**config.mk**
```make
export PLATFORM = sky130hd
export DESIGN_NAME = keypad_entry
export DESIGN_NICKNAME = d
export VERILOG_FILES = /design/src/rtl/keypad_entry.sv
export SDC_FILE = /design/constraint.sdc
export NUM_CORES = 1
export LEC_CHECK = 0
export CORE_MARGIN = 2
export CORE_UTILIZATION = 25
export CTS_BUF_LIST = sky130_fd_sc_hd__clkbuf_4 sky130_fd_sc_hd__clkbuf_8
export DETAILED_ROUTE_END_ITERATION = 8
export GPL_ROUTABILITY_DRIVEN = 0
export PLACE_DENSITY = 0.4
export SYNTH_ARGS = -nofsm -noshare
export SYNTH_HDL_FRONTEND = slang
export SYNTH_SLANG_ARGS = --single-unit
```
**constraint.sdc**
```tcl
create_clock -name clk -period 3 [get_ports clk]
set_clock_uncertainty 0.15 [all_clocks]
set_input_delay 0.6 -clock clk [delete_from_list [all_inputs] [get_ports clk]]
set_output_delay 0.6 -clock clk [all_outputs]
set_load 0.03 [all_outputs]
```
**src/rtl/keypad_entry.sv**
```systemverilog
// 4x4 active-low keypad scanner with frame-based debounce.
// Accepted hex digits shift into a 32-bit word from the right.
module keypad_entry #(
  parameter int SCAN_DIV = 2000,
  parameter int DEBOUNCE = 4
) (
  input  logic        clk,
  input  logic        rst,
  input  logic [3:0]  col,
  input  logic        clr,
  output logic [3:0]  row,
  output logic [32:1] data,
  output logic [3:0]  key_code,
  output logic        key_valid
);

  localparam int CW = $clog2(SCAN_DIV);
  localparam int DW = $clog2(DEBOUNCE + 1);
  localparam logic [CW-1:0] CMAX = CW'(SCAN_DIV - 1);
  localparam logic [DW-1:0] DMAX = DW'(DEBOUNCE);

  typedef enum logic [1:0] {
    IDLE,
    CAND,
    HELD
  } st_t;

  st_t st, st_n;

  logic [3:0]    col_q, col_s;
  logic [CW-1:0] cnt;
  logic [1:0]    r;
  logic          slot_end, frame_end;
  logic          found, hit, f_found;
  logic [3:0]    acode, f_code;
  logic [1:0]    cidx;
  logic [3:0]    cand, cand_n;
  logic [DW-1:0] dcnt, dcnt_n, dcnt_inc;
  logic          acc;

  always_ff @(posedge clk or posedge rst) begin
    if (rst) begin
      col_q <= 4'hF;
      col_s <= 4'hF;
    end else begin
      col_q <= col;
      col_s <= col_q;
    end
  end

  assign slot_end  = (cnt == CMAX);
  assign frame_end = slot_end && (r == 2'd3);

  always_ff @(posedge clk or posedge rst) begin
    if (rst) begin
      cnt <= '0;
      r   <= '0;
    end else if (slot_end) begin
      cnt <= '0;
      r   <= r + 2'd1;
    end else begin
      cnt <= cnt + CW'(1);
    end
  end

  assign row = ~(4'b0001 << r);

  // lowest low column wins within a row
  always_comb begin
    cidx = 2'd0;
    priority case (1'b1)
      !col_s[0]: cidx = 2'd0;
      !col_s[1]: cidx = 2'd1;
      !col_s[2]: cidx = 2'd2;
      !col_s[3]: cidx = 2'd3;
      default:   cidx = 2'd0;
    endcase
  end

  assign hit     = slot_end && (col_s != 4'hF);
  assign f_found = found | hit;
  assign f_code  = found ? acode : {r, cidx};

  always_ff @(posedge clk or posedge rst) begin
    if (rst) begin
      found <= 1'b0;
      acode <= '0;
    end else if (frame_end) begin
      found <= 1'b0;
      acode <= '0;
    end else if (hit && !found) begin
      found <= 1'b1;
      acode <= {r, cidx};
    end
  end

  assign dcnt_inc = dcnt + DW'(1);

  always_comb begin
    st_n   = st;
    cand_n = cand;
    dcnt_n = dcnt;
    acc    = 1'b0;
    if (frame_end) begin
      unique case (st)
        IDLE: begin
          if (f_found) begin
            cand_n = f_code;
            if (DEBOUNCE == 1) begin
              acc    = 1'b1;
              st_n   = HELD;
              dcnt_n = '0;
            end else begin
              st_n   = CAND;
              dcnt_n = DW'(1);
            end
          end
        end
        CAND: begin
          if (f_found && f_code == cand) begin
            if (dcnt_inc == DMAX) begin
              acc    = 1'b1;
              st_n   = HELD;
              dcnt_n = '0;
            end else begin
              dcnt_n = dcnt_inc;
            end
          end else begin
            st_n   = IDLE;
            dcnt_n = '0;
          end
        end
        HELD: begin
          if (f_found) begin
            dcnt_n = '0;
          end else if (dcnt_inc == DMAX) begin
            st_n   = IDLE;
            dcnt_n = '0;
          end else begin
            dcnt_n = dcnt_inc;
          end
        end
        default: begin
          st_n   = IDLE;
          dcnt_n = '0;
        end
      endcase
    end
  end

  always_ff @(posedge clk or posedge rst) begin
    if (rst) begin
      st        <= IDLE;
      cand      <= '0;
      dcnt      <= '0;
      key_valid <= 1'b0;
      key_code  <= '0;
      data      <= '0;
    end else begin
      st        <= st_n;
      cand      <= cand_n;
      dcnt      <= dcnt_n;
      key_valid <= acc;
      if (acc)
        key_code <= cand_n;
      if (clr)
        data <= '0;
      else if (acc)
        data <= {data[28:1], cand_n};
    end
  end

endmodule

```
# Yosys cells after proc, flatten, opt, wreduce, memory -nomap -nowiden
# Cells that the tools add are included.
[word_totals]
mem_count = 0
latch_bits = 0
input_bits = 7
elab_cells = 69
mem_bits_rw = 0
romBits = 0
reg_bits = 72
[op_classes]
n_reduce_logical = 10
n_mul = 0
n_lt_le_gt_ge = 0
n_mux = 30
shifts = 1
n_addsub = 3
div = 0
eq_ne = 11
bitwise_logic = 2
[op_table]
columns = ["op", "count"]
rows = [
  ["2-to-1 mux 32 bit", 2],
  ["2-to-1 mux 4 bit", 6],
  ["2-to-1 mux 2 bit", 9],
  ["2-to-1 mux 3 bit", 4],
  ["adder 11 x 1 -> 11 bit (second input constant)", 1],
  ["equality test 11 bit (second input constant)", 1],
  ["2-to-1 mux 11 bit", 1],
  ["one-hot mux 3 bit (3 select lines)", 1],
  ["2-to-1 mux 1 bit", 6],
  ["!= test 2 bit (second input constant)", 3],
  ["one-hot mux 2 bit (3 select lines)", 1],
  ["AND reduction 5 bit", 1],
  ["equality test 2 bit (second input constant)", 2],
  ["equality test 4 bit", 1],
  ["logical AND 1 bit", 4],
  ["!= test 4 bit (second input constant)", 1],
  ["inverter 4 bit", 1],
  ["nonzero test 2 bit", 2],
  ["<< shifter 1 x 2 -> 4 bit (first input constant)", 1],
  ["adder 3 x 1 -> 3 bit (second input constant)", 1],
  ["equality test 3 bit (second input constant)", 1],
  ["!= test 3 bit (second input constant)", 1],
  ["adder 2 x 1 -> 2 bit (second input constant)", 1],
  ["equality test 2 x 1 -> 1 bit (second input constant)", 1],
  ["other kinds (4)", 4],
]

# Logic depth before layout (Yosys ltp)
[logic_depth]
depth_word = 12
ltp_mapped = 9
depth_no_buf = 6

# Least setup slack after synthesis
# OpenSTA, ideal clock, no wires.
[synth_timing]
path_type = "register to register"
from = "reg cnt[0]"
to = "reg key_code[0]"
required_ns = 2.725
setup_slack_ns = 0.727
stages_incl_launch_ff = 9
setup_time_ns = 0.125
period_less_slack_ns = 2.273
arrival_ns = 1.998
cell_sequence = "dfrtp_1 ha_1 and3_1 buf_2 a41oi_2 nor4_4 and4_1 buf_4 mux2_2"
[synth_via]
elab_chain_cells = 7
elab_cells_between_ends = 11
cone_classes = "eq/ne: 1; mux: 6; bitwise: 1; reduce/logical: 3"
[synth_rtl]
columns = ["item", "line_no", "rtl"]
rows = [
  ["from (decl)", "31", "logic [CW-1:0] cnt;"],
  ["from (signal assigned)", "62", "cnt <= cnt + CW'(1);"],
  ["equality test 11 bit *", "51", "assign slot_end = (cnt == CMAX);"],
  ["logical AND 1 bit", "80", "assign hit = slot_end && (col_s != 4'hF);"],
  ["bitwise OR 1 bit", "81", "assign f_found = found | hit;"],
  ["logical AND 1 bit", "120", "if (f_found && f_code == cand) begin"],
  ["2-to-1 mux 1 bit", "120", ""],
  ["2-to-1 mux 1 bit", "105", "unique case (st)"],
  ["2-to-1 mux 1 bit", "104", "if (frame_end) begin"],
  ["to (signal assigned)", "165", "key_code <= cand_n;"],
  ["to (decl)", "13", "output logic [3:0] key_code,"],
]
# Every way passes the cells marked *; elsewhere a longest branch is shown, timed or not.
# A chain may end at the register's enable or synchronous reset.

# Worst setup path in the final report
[layout_timing]
from = "reg cnt[0]"
to = "reg key_code[1]"
# Same word-level chain as after synthesis.

==> flow_summary.json <==
{
  "r2r_start": "cnt[0]$_DFF_PP0_",
  "syn_nets": 307,
  "outcome": "complete, no violations",
  "drive_above_1_share_pct": 12.0,
  "pwr-share-comb_pct": 2.7,
  "hpwl_um": 5030,
  "cts.sinks": 72,
  "slowest_stage": "dfrtp_1",
  "htreeDepth": 3,
  "timing.hold.ws_ns": 0.206,
  "pwr_density_cell_mw_per_mm2": 454,
  "num_rows": 41,
  "whs_path_depth": 0,
  "ys_types": 48,
  "grt_antenna_before_repair": 0,
  "min_from": "col_q[1]$_DFF_PP1_",
  "fillCellCount": 1295,
  "clkLatencyLatePin_ns": 0.35,
  "vias": 2305,
  "syn_inst": 293,
  "path_cells": "ha_1, and3_1, a41oi_2, nor4_4, and4_1, buf_4, mux2_2",
  "min_period_ns": 2.74,
  "vdd_drop_max_uv": 267,
  "path_class": "reg2reg",
  "io_pins": 48,
  "rsz0062_at_grt": "false",
  "drt_iter0_drc": 121,
  "layout_commonest_cell": "dfrtp_1",
  "drt_pass1_iterations": 4,
  "io_buffers": 47,
  "grt_max_degree": 73,
  "postSynth.asyncResetShare_pct": 100,
  "synth_seq_cells": 72,
  "ys.flop_type": "dfrtp_1",
  "grt.overflow.total": 0,
  "use_met2_pct": 17.8,
  "hold_end": "col_s[1]$_DFF_PP1_",
  "power_switching_mw": 0.395,
  "internal_power_mw": 1.51,
  "rr_endpoint": "key_code[1]$_DFFE_PP0P_",
  "dieArea_mm2": 0.0141,
  "cap_viol_max_count": 0,
  "ctsHoldBuffers": 0,
  "cts_tree": "yes",
  "post-route-drc-count": 0,
  "initial_core_util_pct": 25.8,
  "final_area_mm2": 0.00420,
  "worstMarginPinSlew_ns": 0.570,
  "fin_crit_sh_pct": 91.4,
  "syn_to_final_growth_pct": 27.3,
  "pwr-share-seq_pct": 51.5,
  "dp_slack_ns": 0.246,
  "die_w_um": 119,
  "die_y_um": 119,
  "ant_nets": 0,
  "synth_area_mm2": 0.00330,
  "r2r_setup_slack_ns": 0.26,
  "synth_edf_count": 0,
  "dpl-instance-area_mm2": 0.00398,
  "grtUsageTotal_pct": 11.4,
  "grt_pass1_vias": 2362,
  "hp-class": "reg2reg",
  "avgSynthCellArea_um2": 11.3,
  "cts-resized-gates": 0,
  "clock.fmax_mhz": 365,
  "required_ns": 3.10,
  "finalSetupTns_ns": 0,
  "ys_warn_count": 0,
  "cp_top_family": "simple AND/OR/NAND/NOR gates",
  "post_cts_buffers": 0,
  "grtUsageMet3_pct": 4.79,
  "via_per_inst": 4.42,
  "core-area_mm2": 0.0128,
  "clkSlewWorstSetupHoldPaths_ns": 0.07,
  "grt_pass1_wl_um": 12500,
  "cp_max_fo": 15,
  "p_sw_share_pct": 20.7,
  "power.leakage_nw": 1.90,
  "start_kind": "flop",
  "fin_ws_ns": 0.257,
  "pwr-share-clk_pct": 45.8,
  "worstSetupEndpointType": "flop",
  "reg2reg_depth": 7,
  "hold_viol": 0,
  "wl_per_cell_um": 14.0,
  "critPathBufInv": 1,
  "yosysSeqAreaShare_pct": 54.9,
  "finalSetupViolCount": 0,
  "final_nets": 360,
  "arrival_ns": 2.84,
  "critical-path-max-stage-delay_ns": 0.39,
  "slew_headroom_pct": 61.6,
  "cts-buffers-inserted": 9,
  "slew_viol_final": 0,
  "cts_root_buf": "clkbuf_8",
  "cts.path.max_buffers": 2,
  "mostFrequentLayoutCells": "dfrtp_1 (64), nand2_1 (47), clkdlybuf4s50_1 (47)",
  "n_antenna_cell": 0,
  "wirelength_um": 7290,
  "use_met1_pct": 14.5,
  "busiest_layer": "met2"
}
## cell type report
| class | instances | area (um2) | share of cell area (%) |
|---|---|---|---|
| Clock inverter | 3 | 65.1 | 1.55 |
| Sequential cell | 72 | 1810 | 43.1 |
| Timing Repair Buffer | 54 | 536 | 12.8 |
| Inverter | 12 | 45.0 | 1.07 |
| Multi-Input combinational cell | 197 | 1370 | 32.6 |
| Clock buffer | 12 | 159 | 3.78 |
| Tap cell | 172 | 215 | 5.13 |
## synth_stat cells (6+ instances only)
cell type | instances | share of area, %
inv_1 | 11 | 1.3
nand2_1 | 47 | 5.3
ha_1 | 7 | 2.7
xnor2_1 | 9 | 2.4
dfstp_2 | 8 | 6.4
and3_1 | 6 | 1.1
nor2_1 | 14 | 1.6
mux2i_1 | 34 | 10
o21ai_0 | 7 | 1.1
dfrtp_1 | 64 | 49
## worst max-delay path by stage
stage / startpoint / end / slack, ns / cells past startpoint
final: cnt[0]$_DFF_PP0_ / key_code[1]$_DFFE_PP0P_ / 0.26 / 7
after global routing: cnt[0]$_DFF_PP0_ / key_code[1]$_DFFE_PP0P_ / 0.06 / 7
after CTS: cnt[0]$_DFF_PP0_ / key_code[1]$_DFFE_PP0P_ / 0.25 / 7
after detailed placement: cnt[0]$_DFF_PP0_ / key_code[1]$_DFFE_PP0P_ / 0.25 / 7
after global placement: cnt[0]$_DFF_PP0_ / key_code[3]$_DFFE_PP0P_ / 0.34 / 7
after floorplan: rst / acode[0]$_DFFE_PP0P_ / 0.44 / 1
## registers in the layout, summed over array words and instances (netlist names)
signal	flops
st	2
found	1
data	32
key_code	4
col_s	4
cnt	11
key_valid	1
cand	4
acode	4
dcnt	3
r	2
col_q	4
## metrics by stage
step                      power, mW  util (%)  instances
after floorplan                1.03         -        293
after global placement         1.06      31.1        507
after detailed placement       1.06      31.1        507
after CTS                      1.96      32.9        522
after global routing           2.00      32.9        522
final                          1.91      32.9        522
## metal layers
metal	vias to the layer above	part of all wire, %
met5	-	0
met4	0	1.3
met3	7	4.5
met2	43	46
met1	1126	49
li1	1129	-
## logic make-up (layout without fill, tap and decap cells)
kind of cell / after synthesis / count (layout) / share of synthesized area, %
fa+ha+maj: 7 / 7 / 2.66
compound gates: 36 / 36 / 7.74
mux: 39 / 39 / 12.1
simple gates: 102 / 102 / 15.5
xor+xnor: 13 / 13 / 3.45
buf+inv: 24 / 81 / 3.60
flops: 72 / 72 / 54.9
## power groups by stage
| stage | clock [mW] | sequential (mW) | combinational, mW |
|---|---|---|---|
| CTS | 0.919 | 0.983 | 0.0544 |
| global route | 0.961 | 0.984 | 0.0601 |
| global placement | 0 | 1.00 | 0.0547 |
| floorplan | 0 | 1.00 | 0.0294 |
| finish | 0.874 | 0.983 | 0.0514 |
| detailed placement | 0 | 1.00 | 0.0542 |
Note: power is estimated with default switching activity, not from simulation.
==> edit 1 (same settings) <==
Change the parameter `SCAN_DIV` from 2000 to 1000.
--- a/src/rtl/keypad_entry.sv
+++ b/src/rtl/keypad_entry.sv
@@ -2,5 +2,5 @@
 // Accepted hex digits shift into a 32-bit word from the right.
 module keypad_entry #(
-  parameter int SCAN_DIV = 2000,
+  parameter int SCAN_DIV = 1000,
   parameter int DEBOUNCE = 4
 ) (
Formal check against the unedited RTL: same outputs for any inputs over 10 cycles, from zero or initial values and one cycle with rst high; that may be too few to reach the edited logic, so the function may still have changed.
==> edit 1 against the original RTL <==
- routed wire length shrank 3.0%
- sequential cell count shrank 1
- final area shrank 1.0%
- power shrank 3.3%
- sequential power shrank 1%
- area after synthesis shrank 2.6%
- largest cell class unchanged
- fmax shrank 0.90%
- worst setup slack lost 0.025 ns
==> edit 1: results (changes against the original RTL) <==
finish:
  fill_cells: 1292  # -0.23%
  drive_gt1_frac: 0.138  # +0.0175
  top_regs: "data x32, cnt x10"
  diodes: 0  # unchanged
  nets: 358  # -0.56%
routing:
  via_per_inst: 4.29  # -2.9%
  wire_per_inst_um: 13.6  # -2.8%
  wirelength_met1_um: 3570  # +0.65%
  vias: 2234  # -3.1%
  wl_met3_um: 154  # -53%
  drtIter0Drc: 77  # -36%
  route.met2.wl_um: 3190  # -4.2%
worst_setup_path:
  crit_fanout: 22  # +7
  slowest_stage: "or4_1"
  rr_startpoint: "col_s[2]"
  rr_worst_depth: 7  # unchanged
  timing.rr.end: "data[30]"
  slowest_delay_ns: 0.55  # +0.16 ns
  setup.worst_path.start_class: "flop"
  end_kind: "flop"
  r2r_slack_ns: 0.23  # -0.02 ns
  crit_arrival_ns: 2.86  # +0.02 ns
placed_design:
  dp_slack_ns: 0.219  # -0.0264 ns
  place_area_um2: 3940  # -0.91%
  io_buffers: 47  # unchanged
  place_hpwl_um: 5030  # +0.10%
  placed_cells: 505  # -0.39%
grt:
  met1_usage: 0.151  # +0.00625
  gr-usage-all-layers: 0.110  # -0.00404
  grtUsageMet3: 0.0180  # -0.0299
  grt_max_degree: 26  # -64%
  grt_pass1_vias: 2335  # -1.1%
  antenna_found_initial: 0  # unchanged
  grt_pass1_wl_um: 12000  # -3.7%
  grt_use_met2: 0.166  # -0.0115
synthesis:
  synth_adder_area_share: 0.0273  # +0.000703
  syn_nets: 301  # -2.0%
  ys_types: 48  # unchanged
  synth_common_cells: "63 x dfrtp_1, 47 x nand2_1, 31 x mux2i_1"
  yosysSeqAreaShare: 0.556  # +0.00676
  avgSynthCellArea_um2: 11.2  # -0.54%
  synth_compound_area_frac: 0.0724  # -0.00496
  netlist_top_cells_area: "dfrtp_1 49%, mux2i_1 9.7%, dfstp_2 6.5%"
  synth_xor_area_frac: 0.0327  # -0.00181
  muxShareOfSynthArea: 0.121  # about the same
pwr:
  ir_drop_mv: 0.166  # -38%
  p_leak_nw: 1.91  # +0.80%
clock_tree:
  cts_setup_buffers: 0  # unchanged
  cts_buffers: 9  # unchanged
sta:
  timing.final.crit_share: 0.923  # +0.00828
  worst_pin_slew_ns: 0.684  # +0.114 ns
hold_path:
  hold_class: "flop to flop"
status:
  status: "completed"
-- edit 1: power breakdown --
part	switching, mW	internal (mW)
Combinational	0.0335	0.0166
Clock	0.355	0.472
Sequential	0.00319	0.966
-- edit 1: worst min path at each step --
| stage | start | end | slack [ns] | cells past startpoint |
|---|---|---|---|---|
| finish | col_q[1] | col_s[1] | 0.20 | 0 |
| global route | col_q[2] | col_s[2] | 0.21 | 0 |
| CTS | col_q[2] | col_s[2] | 0.21 | 0 |
| detailed placement | col_q[2] | col_s[2] | 0.20 | 0 |
| global placement | col_q[1] | col_s[1] | 0.20 | 0 |
| floorplan | col_q[0] | col_s[0] | 0.20 | 0 |
-- edit 1: cell type report --
cell class / count / area (µm²) / share of cell area
sequential: 71 / 1790 / 0.430
multi-input combinational: 190 / 1280 / 0.309
timing repair buffer: 59 / 598 / 0.144
tap: 172 / 215 / 0.0518
clock buffer: 14 / 180 / 0.0433
inverter: 13 / 53.8 / 0.0129
clock inverter: 2 / 37.5 / 0.00903
==> edit 2 (config.mk and constraints unchanged) <==
Made on the original files. The 3 values of `st_t` get a one-hot encoding in 3 bits.
--- a/src/rtl/keypad_entry.sv
+++ b/src/rtl/keypad_entry.sv
@@ -20,8 +20,8 @@
   localparam logic [DW-1:0] DMAX = DW'(DEBOUNCE);
 
-  typedef enum logic [1:0] {
-    IDLE,
-    CAND,
-    HELD
+  typedef enum logic [2:0] {
+    IDLE = 3'b001,
+    CAND = 3'b010,
+    HELD = 3'b100
   } st_t;
 
Formal check against the unedited RTL: no difference found for any inputs over 10 cycles, from zero or initial values and one cycle with rst high; not proved beyond that.
==> edit 2 against the original RTL <==
- area after synthesis increased by 2.4%
- final cell count increased by 0.57%
- routed wire length decreased by 3.8%
- register-to-register slack improved by 0.10 ns
- worst setup slack improved by 0.055 ns
- sequential cell count increased by 1
- power increased by 10%
- final area increased by 4.3%
==> edit 2: results (changes against the original RTL) <==
worst_setup_path:
  crit_fanout: 5  # -10
  timing.rr.end: "data[10]"
  r2r_slack_ns: 0.36  # +0.10 ns
  cp_top_family: "buffers and inverters"
  setup.worst_path.start: "r[0]"
  slowest_delay_ns: 0.70  # +0.31 ns
  slowest_stage: "clkdlybuf4s50_1"
routing:
  route.met2.wl_um: 3060  # -8.0%
  wl_met3_um: 240  # -26%
  via_per_inst: 4.24  # -4.0%
  first_pass_iters: 6  # +2
  wirelength_met1_um: 3570  # +0.65%
hold_path:
  hold_start: "col_q[2]"
  hold_path_end: "col_s[2]"
finish:
  clkbuf_count: 11  # -1
  final-clk-cell-share: 0.0632  # +0.00982
  seq_area_frac: 0.420  # -0.0116
  nets: 359  # -0.28%
  multi_input_gates: 192  # -2.5%
  design.seq.count: 73  # +1.4%
  buf_share: 0.129  # +0.00108
  instances_no_fill: 525  # +0.57%
status:
  status: "completed"
synthesis:
  syn_nets: 301  # -2.0%
  synth_compound_area_frac: 0.0493  # -0.0281
  synth_xor_area_frac: 0.0337  # -0.000818
  ys_types: 38  # -21%
  netlist_top_cells_area: "dfrtp_1 47%, mux2i_1 10%, nand2b_1 7.0%"
  muxShareOfSynthArea: 0.130  # +0.00935
  synthCells: 286  # -2.4%
  synth_adder_area_share: 0.0296  # +0.00307
  yosysSeqAreaShare: 0.544  # -0.00524
pwr:
  p_leak_nw: 2.05  # +8.2%
  clkPwrFrac: 0.502  # +0.044
  p_seq_frac: 0.473  # -0.042
  p_sw_frac: 0.196  # -0.0115
  ir_drop_mv: 0.216  # -19%
placed_design:
  placed_cells: 509  # +0.39%
grt:
  grt_pass1_vias: 2202  # -6.8%
  grt_pass1_wl_um: 11600  # -7.3%
  grt_max_degree: 37  # -49%
sta:
  slew_headroom: 0.592  # -0.0242
edit 2: cell count changes after synthesis, sizes merged, moves of 3 or more:
cell    unedited run  this run
a21oi              5         2
a31oi              4         1
and3               6         1
and4               5         2
mux2               4         8
nand2             47        21
nand2b             3        38
nor3b              2         6
or2                3         0
edit 2: per-stage QoR:
step                      hold WS (ns)  cell area, µm²   util  setup WS [ns]  power (mW)
after floorplan                  0.195            3380      -          0.412        1.04
after global placement           0.195            4100  0.310          0.399        1.07
after detailed placement         0.198            4100  0.310          0.337        1.07
after CTS                        0.209            4380  0.331          0.254        2.15
after global routing             0.211            4380  0.331          0.154        2.19
final                            0.208            4380  0.331          0.312        2.11
edit 2: routing by layer:
layer / track usage / vias up
met3: 0.0340 / 10
met4: 0.0501 / 0
met5: 0 / -
li1: - / 1100
met2: 0.148 / 36
met1: 0.147 / 1079
